File: src/rtl/instr_decode_ctrl.sv
// Fetch/execute sequencer: decodes one 16-bit instruction every two cycles and
// issues registered jump/roll-over commands to the program counter.
module instr_decode_ctrl (
    input  logic        clk,
    input  logic        rst,
    input  logic        start,
    input  logic [15:0] instr_in,
    output logic [1:0]  jump_control,
    output logic        eq_flag,
    output logic [11:0] load_data,
    output logic        roll_over,
    output logic        halted,
    output logic [15:0] instr_count
);

    typedef enum logic [1:0] {
        FETCH = 2'd0,
        EXEC  = 2'd1,
        HALT  = 2'd2
    } state_t;

    localparam logic [3:0] OP_LDA  = 4'h1;
    localparam logic [3:0] OP_CMP  = 4'h2;
    localparam logic [3:0] OP_JEQ  = 4'h3;
    localparam logic [3:0] OP_JMP  = 4'h4;
    localparam logic [3:0] OP_LDC  = 4'h5;
    localparam logic [3:0] OP_DJNZ = 4'h6;
    localparam logic [3:0] OP_RST  = 4'h7;
    localparam logic [3:0] OP_HALT = 4'hF;

    localparam logic [1:0] PC_HOLD = 2'b00;
    localparam logic [1:0] PC_INC  = 2'b01;
    localparam logic [1:0] PC_JEQ  = 2'b10;
    localparam logic [1:0] PC_JMP  = 2'b11;

    state_t      state_reg, state_next;
    logic [1:0]  jc_reg, jc_next;
    logic        eq_reg, eq_next;
    logic [11:0] ld_reg, ld_next;
    logic        ro_reg, ro_next;
    logic        halted_reg, halted_next;
    logic [15:0] cnt_reg, cnt_next;
    logic [7:0]  a_reg, a_next;
    logic [7:0]  c_reg, c_next;
    logic [15:0] ir_reg, ir_next;

    // Outputs for EXEC are decoded straight from the ROM word so they are
    // valid on the edge entering EXEC; ir drives decisions made later.
    logic [15:0] cur_instr;
    logic [3:0]  cur_op;
    logic [11:0] cur_operand;
    logic [7:0]  c_dec;

    assign cur_instr   = (state_reg == FETCH) ? instr_in : ir_reg;
    assign cur_op      = cur_instr[15:12];
    assign cur_operand = cur_instr[11:0];
    assign c_dec       = c_reg - 8'd1;

    always_ff @(posedge clk) begin
        if (rst) begin
            state_reg  <= FETCH;
            jc_reg     <= PC_HOLD;
            eq_reg     <= 1'b0;
            ld_reg     <= 12'd0;
            ro_reg     <= 1'b0;
            halted_reg <= 1'b0;
            cnt_reg    <= 16'd0;
            a_reg      <= 8'd0;
            c_reg      <= 8'd0;
            ir_reg     <= 16'd0;
        end else begin
            state_reg  <= state_next;
            jc_reg     <= jc_next;
            eq_reg     <= eq_next;
            ld_reg     <= ld_next;
            ro_reg     <= ro_next;
            halted_reg <= halted_next;
            cnt_reg    <= cnt_next;
            a_reg      <= a_next;
            c_reg      <= c_next;
            ir_reg     <= ir_next;
        end
    end

    always_comb begin
        state_next  = state_reg;
        jc_next     = jc_reg;
        eq_next     = eq_reg;
        ld_next     = ld_reg;
        ro_next     = ro_reg;
        halted_next = halted_reg;
        cnt_next    = cnt_reg;
        a_next      = a_reg;
        c_next      = c_reg;
        ir_next     = ir_reg;

        case (state_reg)
            FETCH: begin
                state_next = EXEC;
                ir_next    = instr_in;
                cnt_next   = cnt_reg + 16'd1;
                jc_next    = PC_INC;
                ro_next    = 1'b0;
                case (cur_op)
                    OP_LDA:  a_next  = cur_operand[7:0];
                    OP_CMP:  eq_next = (a_reg == cur_operand[7:0]);
                    OP_JEQ: begin
                        jc_next = PC_JEQ;
                        ld_next = cur_operand;
                    end
                    OP_JMP: begin
                        jc_next = PC_JMP;
                        ld_next = cur_operand;
                    end
                    OP_LDC:  c_next  = cur_operand[7:0];
                    OP_DJNZ: begin
                        c_next = c_dec;
                        if (c_dec != 8'd0) begin
                            jc_next = PC_JMP;
                            ld_next = cur_operand;
                        end
                    end
                    OP_RST: begin
                        jc_next = PC_HOLD;
                        ro_next = 1'b1;
                    end
                    OP_HALT: jc_next = PC_HOLD;
                    default: jc_next = PC_INC;
                endcase
            end
            EXEC: begin
                jc_next = PC_HOLD;
                ro_next = 1'b0;
                if (cur_op == OP_HALT) begin
                    state_next  = HALT;
                    halted_next = 1'b1;
                end else begin
                    state_next = FETCH;
                end
            end
            HALT: begin
                jc_next = PC_HOLD;
                if (start) begin
                    state_next  = FETCH;
                    halted_next = 1'b0;
                end
            end
            default: state_next = FETCH;
        endcase
    end

    assign jump_control = jc_reg;
    assign eq_flag      = eq_reg;
    assign load_data    = ld_reg;
    assign roll_over    = ro_reg;
    assign halted       = halted_reg;
    assign instr_count  = cnt_reg;

endmodule

File: config.mk
export PLATFORM = sky130hd
export DESIGN_NAME = instr_decode_ctrl
export DESIGN_NICKNAME = d
export VERILOG_FILES = /design/src/rtl/instr_decode_ctrl.sv
export SDC_FILE = /design/constraint.sdc
export NUM_CORES = 1
export LEC_CHECK = 0
export ABC_AREA = 1
export CORE_ASPECT_RATIO = 0.9
export CORE_MARGIN = 2
export CORE_UTILIZATION = 49
export CTS_BUF_LIST = sky130_fd_sc_hd__clkbuf_2 sky130_fd_sc_hd__clkbuf_4 sky130_fd_sc_hd__clkbuf_8
export CTS_CLUSTER_SIZE = 12
export DETAILED_ROUTE_END_ITERATION = 7
export GPL_ROUTABILITY_DRIVEN = 0
export MAX_ROUTING_LAYER = met4
export PLACE_DENSITY = 0.74
export RECOVER_POWER = 100
export SLEW_MARGIN = 20
export SYNTH_ARGS = -nofsm -noshare
export SYNTH_HDL_FRONTEND = slang
export SYNTH_SLANG_ARGS = --single-unit
File: constraint.sdc
create_clock -name clk -period 2.05 [get_ports clk]
set_input_delay 0.3075 -clock clk [delete_from_list [all_inputs] [get_ports clk]]
set_output_delay 0.3075 -clock clk [all_outputs]
set_load 0.05 [all_outputs]
==> out/results.ini, run 1 <==
[outcome]
run_status = completed

[worst_setup_path]
slowest_delay_ps = 350
start_kind = register
r2r_start = state_reg[0]$_SDFFE_PP0P_
crit_fanout = 26
required_ps = 2320
crit_path_cell_trace = inv_1, ha_4, buf_12, or2_2, o21ai_2, xor2_1, nor3_1, nand3_1, a21oi_1
rr_endpoint = eq_flag$_SDFFE_PP0P_
arrival_ps = 2200
worst-r2r-setup-slack_ps = 120
reg2reg_depth = 9
cp_slowest_cell = dfxtp_2
end_kind = register
critPathKind = register to register

[yosys]
syn-num-nets = 498
syn_avg_cell_area_um2 = 6.88
synth_area_mm2 = 0.00325
yosysUniqueCellTypes = 28
yosys-top-cells-area = dfxtp_1 (41%), nand2_1 (12%), inv_1 (9.0%), nor2_1 (6.9%), a21oi_1 (4.9%)
yosys_register_bits = 67
yosysTopAreaCell = dfxtp_1
yosys.area.top_type_share_pct = 41.3
yosysWarningCount = 0
syn_inst = 472
ys_seq_area_share_pct = 41.3

[timing]
clock.fmax_ghz = 0.518
hold_slack_ps = 470
worst_slew_pin_slew_ps = 526
rsz0062_at_grt = true
hold_viol = 0
fin_crit_sh_pct = 94.2
slew_headroom_pct = 64.8
fin_crit_ps = 1930
setup_viol = 0
slew_violations = 0
fin_worst_skew_ps = 6.92

[global_route]
grt_pass1_vias = 2989
track_usage_pct = 22.4
gr-total-overflow = 0
antenna_found_initial = 0
grt_pass1_wl_um = 12900
grt_max_degree = 27

[drt]
wl_um = 7620
ant_nets = 0
firstDrtPassIters = 5
first_iter_violations = 146
avgRoutedWirePerCell_um = 11.9
via_per_inst = 4.85
drc_errors = 0
dr_total_vias = 3112

[cts]
cts_inserted_buffers = 9
cts.path.max_buffers = 2
tritoncts = done
cts_htree_levels = 3
path_clk_slew_ps = 70
cts-root-buf = clkbuf_8
clk-insertion-delay-late_ps = 340
clock_sinks = 67
postCtsSetupBuffers = 0

[layout]
fin_nets = 572
finalInstanceArea_mm2 = 0.00430
n_antenna_cell = 0
drive_gt1_share_pct = 13.2
syn_to_final_growth_pct = 32.4
fin_cells = 641

[hold_path]
hold_depth = 2
min-delay-start = jump_control[0]$_SDFFE_PP0P_
whs_endpoint = jump_control[0]$_SDFFE_PP0P_
worstHoldPathType = register to register

[placed_design]
io_buffers = 51
detailed_place_hpwl_um = 5610
placedInstanceArea_mm2 = 0.00401
dp_cells = 625

[pwr]
p_leak_uw = 0.00188
ir_worst_vdd_mv = 0.582
power_density_mw_per_mm2 = 764

[floorplan]
die-width_um = 89.8
io_pins = 52
std_cell_rows = 28
die_y_um = 81.2
core_area_mm2 = 0.00648
initial_core_util_pct = 50.1
die_area_mm2 = 0.00730

[job]
cap_violations = 0

how the worst max path moves through the flow:
stage                           startpoint                            to  slack [ps]  cells after the start
2_1_floorplan  instr_count[0]$_SDFFE_PP0P_  instr_count[14]$_SDFFE_PP0P_          90                     12
3_3_place_gp     state_reg[0]$_SDFFE_PP0P_          eq_flag$_SDFFE_PP0P_         -30                      9
3_5_place_dp     state_reg[0]$_SDFFE_PP0P_     load_data[5]$_SDFFE_PP0P_        -170                     11
4_1_cts          state_reg[0]$_SDFFE_PP0P_     load_data[5]$_SDFFE_PP0P_          30                     11
5_1_grt          state_reg[0]$_SDFFE_PP0P_  instr_count[14]$_SDFFE_PP0P_         -20                     13
6_report         state_reg[0]$_SDFFE_PP0P_          eq_flag$_SDFFE_PP0P_         120                      9
layout make-up:
cell class	count	area, µm²
Clock buffer	12	165
Clock inverter	4	47.5
Fill cell	584	2180
Inverter	82	310
Multi-Input combinational cell	305	1570
Sequential cell	67	1340
Tap cell	90	113
Timing Repair Buffer	81	756
power by group:
group | internal (µW) | leakage [µW] | switching [µW] | total, µW
Clock | 657 | 0.000108 | 500 | 1160
Combinational | 278 | 0.00123 | 436 | 714
Sequential | 1380 | 0.000547 | 38.3 | 1410
Total | 2310 | 0.00188 | 975 | 3290
what timing repair did:
item	CTS	global route
setup endpoints to repair	20	29
hold buffers	0	0
resized for setup	4	20
pin swaps	0	1
stage by stage:
step / power [µW] / utilization (%) / setup WS [ps] / setup TNS [ps]
after floorplan: 1890 / - / 88.6 / 0
after global placement: 2120 / 61.9 / -30.4 / -58.8
after detailed placement: 2130 / 61.9 / -172 / -2120
after CTS: 3290 / 65.3 / 27.1 / 0
after global routing: 3450 / 66.4 / -17.2 / -19.6
final: 3290 / 66.4 / 120 / 0
layer usage:
| metal | vias up | global-route usage, % | part of all wire, % | wire length [µm] |
|---|---|---|---|---|
| met5 | - | - | 0 | 0 |
| met2 | 67 | 39.9 | 50 | 3780 |
| met4 | 0 | 4.92 | 0.67 | 51 |
| li1 | 1633 | - | - | - |
| met1 | 1406 | 25.6 | 45 | 3450 |
| met3 | 6 | 6.49 | 4.5 | 343 |
synth_stat cells:
cell and number:
buf_6 1, mux2i_1 4, buf_2 5, nand4_1 14, inv_1 78, clkbuf_1 8, o21ai_1 3, a221oi_1 1
inv_2 4, or3_1 1, and2_1 1, nor2_2 3, o21ai_0 27, dfxtp_1 67, nor3_1 6, or2_2 3
nand2_2 1, nor2_1 60, xor2_1 6, nand3_2 3, ha_1 7, xnor2_1 3, buf_4 4, o21ai_2 1
a21oi_1 32, nand2_1 101, nand3_1 20, o211ai_1 8
critical path, delay by kind of cell (launching register included):
kind / cells / cell delay, ps
simple gates: 3 / 660
flops: 1 / 350
compound gates: 2 / 280
buf+inv: 2 / 250
fa+ha+maj: 1 / 210
xor+xnor: 1 / 110
cells in the final DEF, fill, tap and decap left out, types with 2 or more instances in the layout:
cell,instances
nand2_1,101
inv_1,76
dfxtp_1,66
nor2_1,57
clkdlybuf4s50_1,51
a21oi_1,32
buf_4,27
o21ai_0,23
nand3_1,19
nand4_1,14
clkbuf_8,12
o211ai_1,8
xor2_1,6
nor3_1,6
inv_2,5
o21ai_1,5
nor2_2,5
ha_1,5
mux2i_1,4
or2_2,3
nand3_2,3
xnor2_1,3
o21ai_4,2
clkinv_2,2
buf_6,2
kinds of logic (layout without fill, tap and decap cells):
kind of cell / after synthesis / count (layout) / share of synthesized area (%)
compound gates: 72 / 72 / 11.9
xor+xnor: 9 / 9 / 2.43
fa+ha+maj: 7 / 7 / 2.70
buf+inv: 100 / 179 / 12.4
flops: 67 / 67 / 41.3
mux: 4 / 4 / 1.23
simple gates: 213 / 213 / 28.0
Note: power is estimated with default switching activity, not from simulation.
==> run 2: changes to the inputs <==
--- a/config.mk
+++ b/config.mk
@@ -5,16 +5,15 @@
 export SDC_FILE = /design/constraint.sdc
 export NUM_CORES = 1
 export LEC_CHECK = 0
-export ABC_AREA = 1
 export CORE_ASPECT_RATIO = 0.9
 export CORE_MARGIN = 2
 export CORE_UTILIZATION = 49
-export CTS_BUF_LIST = sky130_fd_sc_hd__clkbuf_2 sky130_fd_sc_hd__clkbuf_4 sky130_fd_sc_hd__clkbuf_8
+export CTS_BUF_LIST = sky130_fd_sc_hd__clkbuf_8
 export CTS_CLUSTER_SIZE = 12
 export DETAILED_ROUTE_END_ITERATION = 7
 export GPL_ROUTABILITY_DRIVEN = 0
 export MAX_ROUTING_LAYER = met4
-export PLACE_DENSITY = 0.74
+export PLACE_DENSITY = 0.75
 export RECOVER_POWER = 100
 export SLEW_MARGIN = 20
 export SYNTH_ARGS = -nofsm -noshare
==> out/results.ini, run 2 <==
[yosys]
yosysTopAreaCell = dfxtp_1
synth.most_common_cell = dfxtp_1
syn_avg_cell_area_um2 = 9.12  ; +33%
async_flop_share_pct = 0  ; unchanged
syn_inst = 337  ; -29%
synth_area_mm2 = 0.00307  ; -5.4%
yosys_register_bits = 63  ; -6.0%
ys_seq_area_share_pct = 41.0  ; -0.27 points
yosys-top-cells-area = dfxtp_1 (41%), mux2i_1 (6.5%), nor2_1 (5.5%), xnor2_1 (4.0%), mux2_2 (3.3%)
yosysWarningCount = 0  ; unchanged
ys_dominant_reg_cell = dfxtp_1
syn-num-nets = 363  ; -27%
yosysUniqueCellTypes = 49  ; +75%
synth_edf_count = 0  ; unchanged
yosys.area.top_type_share_pct = 41.0  ; -0.27 points
synth_common_cells = dfxtp_1 (63), nor2_1 (45), mux2i_1 (20)

[drt]
avgRoutedWirePerCell_um = 14.7  ; +24%
first_iter_violations = 113  ; -23%
via_per_inst = 5.34  ; +9.9%
drc_errors = 0  ; unchanged
firstDrtPassIters = 4  ; -1
dr_total_vias = 2722  ; -13%
wl_um = 7500  ; -1.6%
ant_nets = 0  ; unchanged

[floorplan]
std_cell_rows = 27  ; -3.6%
io_pins = 52  ; unchanged
die_area_mm2 = 0.00692  ; -5.1%
die_y_um = 79.1  ; -2.6%
initial_core_util_pct = 50.6  ; +0.44 points
die-width_um = 87.5  ; -2.6%
core_area_mm2 = 0.00608  ; -6.2%

[cts]
tritoncts = done
path_clk_slew_ps = 70  ; about the same
clk-insertion-delay-late_ps = 340  ; about the same
clock_sinks = 63  ; -6.0%
cts_htree_levels = 3  ; unchanged
cts.path.max_buffers = 2  ; unchanged
cts_inserted_buffers = 9  ; unchanged
cts-root-buf = clkbuf_8

[layout]
nFillCells = 459  ; -21%
syn_to_final_growth_pct = 41.0
utilization_pct = 71.3  ; +4.9 points
drive_gt1_share_pct = 24.4  ; +11 points
fin_nets = 459  ; -20%
n_antenna_cell = 0  ; unchanged
largest_reg_flops = 16
final_common_cell = dfxtp_1
final_cell_mix = dfxtp_1 (60), nor2_1 (45), buf_4 (44)
fin_cells = 510  ; -20%

[worst_setup_path]
required_ps = 2280  ; -40 ps
arrival_ps = 2530  ; +330 ps
end_kind = register
cp_slowest_cell = or4_4
crit_fanout = 8  ; -69%
start_kind = register
critPathKind = register to register
crit_path_cell_trace = or4_4, or4b_1, o31a_2, o31ai_4, buf_12, mux2_4
slowest_delay_ps = 540  ; +190 ps

[timing]
fin_crit_ps = 2310  ; +376 ps
setup_viol = 18  ; +18
fin_worst_skew_ps = 7.38  ; +0.465 ps
worst_slew_pin_slew_ps = 492  ; -34.3 ps
rsz0062_at_grt = true
hold_viol = 0  ; unchanged
setup_ws_ps = -256  ; -376 ps
fin_crit_sh_pct = 112  ; +18 points
slew_headroom_pct = 66.3  ; +1.5 points
clock.fmax_ghz = 0.434  ; -16%
slew_violations = 0  ; unchanged

[placed_design]
post-place-ws_ps = -282  ; -110 ps
io_buffers = 51  ; unchanged
dp_cells = 492  ; -21%
detailed_place_hpwl_um = 5440  ; -2.9%

[hold_path]
worstHoldPathType = primary input to register

[pwr]
ir_worst_vdd_mv = 0.466  ; -20%
power_density_mw_per_mm2 = 646  ; -15%
p_leak_uw = 0.00183  ; -2.9%
total_power_uw = 2800  ; -15%

[global_route]
antenna_found_initial = 0  ; unchanged
gr-total-overflow = 0  ; unchanged
grt_pass1_vias = 2658  ; -11%
track_usage_pct = 23.1  ; +0.61 points
grt_pass1_wl_um = 12300  ; -4.4%
grt_max_degree = 34  ; +26%

[outcome]
violations = setup timing
run_status = complete, but fails checks

[job]
cap_violations = 0  ; unchanged

run 2: cell types whose count changed in the layout (fill, tap and decap cells not counted), sizes merged, moves of 16 or more:
cell	before	now
inv	82	8
clkdlybuf4s50	51	21
buf	30	49
nand2	102	8
nor2	63	45
mux2i	4	20
dlygate4sd3	0	29
o21ai	31	15
run 2: path summary, 6_finish.rpt:
path / start / end / slack [ps] / depth (start not counted)
max: c_reg[0]$_SDFFE_PP0P_ / load_data[6]$_SDFFE_PP0P_ / -260 / 6
min: rst / c_reg[1]$_SDFFE_PP0P_ / 460 / 2
max reg2reg: c_reg[0]$_SDFFE_PP0P_ / load_data[6]$_SDFFE_PP0P_ / -260 / 6
min reg2reg: load_data[8]$_SDFFE_PP0P_ / load_data[8]$_SDFFE_PP0P_ / 470 / 2
run 2: worst max-delay path: cells and delay by family, from the launching register on:
| kind | cells | cell delay (ps) |
|---|---|---|
| AND/OR/NAND/NOR | 2 | 1020 |
| AO/OA/AOI/OAI | 2 | 380 |
| flip-flops | 1 | 330 |
| multiplexers | 1 | 300 |
| buffers and inverters | 1 | 180 |
run 2: what timing repair did:
item | in CTS | in global routing
gates resized for setup | 10 | 24
endpoints found under the setup margin | 17 | 28
pin swaps | 3 | 6
hold buffers | 0 | 0
buffers inserted | 0 | 2
run 2: final cells by class:
class	instances	area [µm²]	area share (%)
Clock buffer	10	138	3.17
Clock inverter	6	37.5	0.866
Inverter	7	26.3	0.606
Multi-Input combinational cell	248	1850	42.7
Sequential cell	63	1260	29.2
Tap cell	72	90.1	2.08
Timing Repair Buffer	104	926	21.4
run 2: through the flow:
step,setup TNS (ps),hold slack (ps),instance area [µm²]
2_1_floorplan,-2770,454,3170
3_3_place_gp,-3190,463,4070
3_5_place_dp,-4300,464,4070
4_1_cts,-2720,456,4300
5_1_grt,-4980,493,4340
6_report,-2790,461,4340
run 2: kinds of logic (layout without fill, tap and decap cells):
| family | after synthesis | after routing | share of synthesized area [%] |
|---|---|---|---|
| DFF | 63 | 63 | 41.0 |
| adders and majority gates | 7 | 7 | 2.85 |
| AOI/OAI and AO/OA | 55 | 55 | 11.8 |
| muxes | 29 | 29 | 9.81 |
| and+or+nand+nor | 133 | 133 | 23.9 |
| buffers and inverters | 26 | 127 | 3.79 |
| xor gates and xnor gates | 24 | 24 | 6.84 |
run 2: layer usage:
layer / GRT usage, % / wire, µm / share of wire (%) / up-vias
met4: 6.00 / 114 / 1.5 / 0
met1: 28.1 / 3300 / 44 / 1268
met5: - / 0 / 0 / -
met2: 37.3 / 3760 / 50 / 65
li1: - / - / - / 1381
met3: 6.76 / 320 / 4.3 / 8
run 2: report_power, final:
part	internal [µW]	total [µW]	switching, µW
Clock	464	939	475
Combinational	263	554	291
Sequential	1270	1310	36.2
Total	2000	2800	802
==> run 3: changes to the inputs <==
--- a/config.mk
+++ b/config.mk
@@ -13,8 +13,8 @@
 export DETAILED_ROUTE_END_ITERATION = 7
 export GPL_ROUTABILITY_DRIVEN = 0
 export MAX_ROUTING_LAYER = met4
-export PLACE_DENSITY = 0.75
-export RECOVER_POWER = 100
+export PLACE_DENSITY_LB_ADDON = 0.1
+export RECOVER_POWER = 25
 export SLEW_MARGIN = 20
 export SYNTH_ARGS = -nofsm -noshare
 export SYNTH_HDL_FRONTEND = slang
==> out/results.ini, run 3 (synthesis gave the netlist of run 2 again) <==
[outcome]
run_status = complete, but fails checks
violations = setup timing

[drt]
drc_errors = 0  ; unchanged
avgRoutedWirePerCell_um = 15.1  ; +3.0%
wl_um = 7970  ; +6.2%
via_per_inst = 5.38  ; +0.81%
first_iter_violations = 148  ; +31%
ant_nets = 0  ; unchanged
firstDrtPassIters = 5  ; +1
dr_total_vias = 2830  ; +4.0%

[floorplan]
die_y_um = 79.1  ; unchanged
core_area_mm2 = 0.00608  ; unchanged
std_cell_rows = 27  ; unchanged
io_pins = 52  ; unchanged
die_area_mm2 = 0.00692  ; unchanged
initial_core_util_pct = 50.6  ; unchanged
die-width_um = 87.5  ; unchanged

[layout]
nFillCells = 441  ; -3.9%
final_cell_mix = dfxtp_1 (59), clkdlybuf4s50_1 (49), buf_4 (47)
multi_input_area_mm2 = 0.00184  ; -0.47%
final_common_cell = dfxtp_1
seq_area_mm2 = 0.00127  ; about the same
syn_to_final_growth_pct = 48.1
utilization_pct = 74.9  ; +3.6 points
largest_reg_flops = 16  ; unchanged
n_antenna_cell = 0  ; unchanged
fin_nets = 475  ; +3.5%
drive_gt1_share_pct = 26.2  ; +1.8 points

[hold_path]
worstHoldPathType = primary input to register
min-delay-start = rst
hold_depth = 2  ; unchanged
whs_endpoint = c_reg[3]$_SDFFE_PP0P_

[global_route]
grt_pass1_vias = 2719  ; +2.3%
track_usage_pct = 23.9  ; +0.84 points
grt_pass1_wl_um = 12700  ; +3.1%
gr-total-overflow = 0  ; unchanged
antenna_found_initial = 0  ; unchanged
grt_max_degree = 31  ; -8.8%

[cts]
cts_inserted_buffers = 9  ; unchanged
tritoncts = done
cts_htree_levels = 3  ; unchanged
path_clk_slew_ps = 70  ; about the same
cts-root-buf = clkbuf_8
cts.path.max_buffers = 2  ; unchanged
clock_sinks = 63  ; unchanged
clk-insertion-delay-late_ps = 350  ; about the same

[worst_setup_path]
path_delay_family = simple AND/OR/NAND/NOR gates
rr_endpoint = load_data[5]$_SDFFE_PP0P_
critPathKind = register to register
required_ps = 2290  ; about the same
start_kind = register
end_kind = register
crit_fanout = 8  ; unchanged
timing.critical_path.buf_inv = 1  ; unchanged
arrival_ps = 2550  ; +20 ps
crit_path_cell_trace = or4_4, or4b_1, o31a_2, o31ai_4, buf_12, mux2_4
r2r_start = c_reg[0]$_SDFFE_PP0P_
reg2reg_depth = 6  ; unchanged
cp_slowest_cell = or4_4
slowest_delay_ps = 540  ; about the same
worst-r2r-setup-slack_ps = -260  ; about the same

[placed_design]
detailed_place_hpwl_um = 5140  ; -5.6%
io_buffers = 51  ; unchanged

[pwr]
ir_worst_vdd_mv = 0.566  ; +21%
p_leak_uw = 0.00183  ; +0.15%
power_density_mw_per_mm2 = 687  ; +6.4%

[timing]
clock.fmax_ghz = 0.433  ; about the same
hold_viol = 0  ; unchanged
fin_crit_sh_pct = 113  ; about the same
slew_headroom_pct = 65.7  ; -0.56 points
fin_crit_ps = 2310  ; +0.879 ps
rsz0062_at_grt = true
hold_slack_ps = 432  ; -28.6 ps
worst_slew_pin_slew_ps = 500  ; +8.09 ps
slew_violations = 0  ; unchanged
fin_worst_skew_ps = 10.5  ; +3.17 ps
setup_viol = 24  ; +6
setup_ws_ps = -257  ; -0.879 ps

[job]
cap_violations = 0  ; unchanged

==> run 3: changes by cell type in the layout (fill, tap and decap cells not counted), moves of 3 or more <==
| cell | change |
|---|---|
| buf_4 | +3 |
| clkdlybuf4s50_1 | +28 |
| clkbuf_1 | +6 |
| dlygate4sd3_1 | -28 |
| buf_12 | +3 |
| buf_6 | +3 |
==> run 3: cell type report <==
cell class	instances	share of cell area (%)
Inverter	7	0.577
Tap cell	72	1.98
Multi-Input combinational cell	248	40.5
Clock inverter	6	2.03
Timing Repair Buffer	120	24.1
Sequential cell	63	27.8
Clock buffer	10	3.02
==> run 3: worst register-to-register path, stage by stage (launching register included) <==
cell and delay [ps]:
dfxtp_2 340, or4_4 540, or4b_1 470, o31a_2 150
o31ai_4 210, buf_12 170, mux2_4 310
==> run 3: stage by stage <==
| step | power, µW | std cells | setup WS [ps] | setup TNS [ps] | area, µm² |
|---|---|---|---|---|---|
| global placement | 1850 | 492 | -431 | -6080 | 4070 |
| detailed placement | 1860 | 492 | -434 | -6620 | 4070 |
| global route | 3230 | 526 | -300 | -6700 | 4550 |
| CTS | 3120 | 517 | -309 | -3420 | 4470 |
| finish | 3130 | 526 | -257 | -3940 | 4550 |
| floorplan | 1650 | 337 | -318 | -2770 | 3170 |
==> run 3: worst max-delay path by stage <==
| stage | start | cells past startpoint | end |
|---|---|---|---|
| after CTS | c_reg[0]$_SDFFE_PP0P_ | 6 | load_data[5]$_SDFFE_PP0P_ |
| after detailed placement | c_reg[0]$_SDFFE_PP0P_ | 5 | load_data[7]$_SDFFE_PP0P_ |
| after global placement | c_reg[0]$_SDFFE_PP0P_ | 5 | load_data[7]$_SDFFE_PP0P_ |
| after floorplan | c_reg[0]$_SDFFE_PP0P_ | 5 | load_data[0]$_SDFFE_PP0P_ |
| after global routing | c_reg[1]$_SDFFE_PP0P_ | 9 | load_data[9]$_SDFFE_PP0P_ |
| final | c_reg[0]$_SDFFE_PP0P_ | 6 | load_data[5]$_SDFFE_PP0P_ |
==> run 3: repair_timing <==
item	in CTS	in global routing
hold buffers	0	0
pin swaps	7	9
gates resized for setup	12	16
gates cloned	1	1
setup endpoints to repair	27	28
endpoints found under the hold margin	0	0
buffers inserted	8	8
==> run 3: where the power goes <==
group / internal (µW) / switching, µW
Clock: 723 / 518
Sequential: 1270 / 34.3
Combinational: 283 / 298
==> run 3: layer usage <==
metal  global-route usage (%)  vias up  wire, µm  part of all wire [%]
li1                         -     1420         -                     -
met1                     30.5     1318      3680                    46
met2                     36.8       73      3720                    47
met3                     6.24       19       386                   4.8
met4                     8.15        0       178                   2.2
met5                        -        -         0                     0
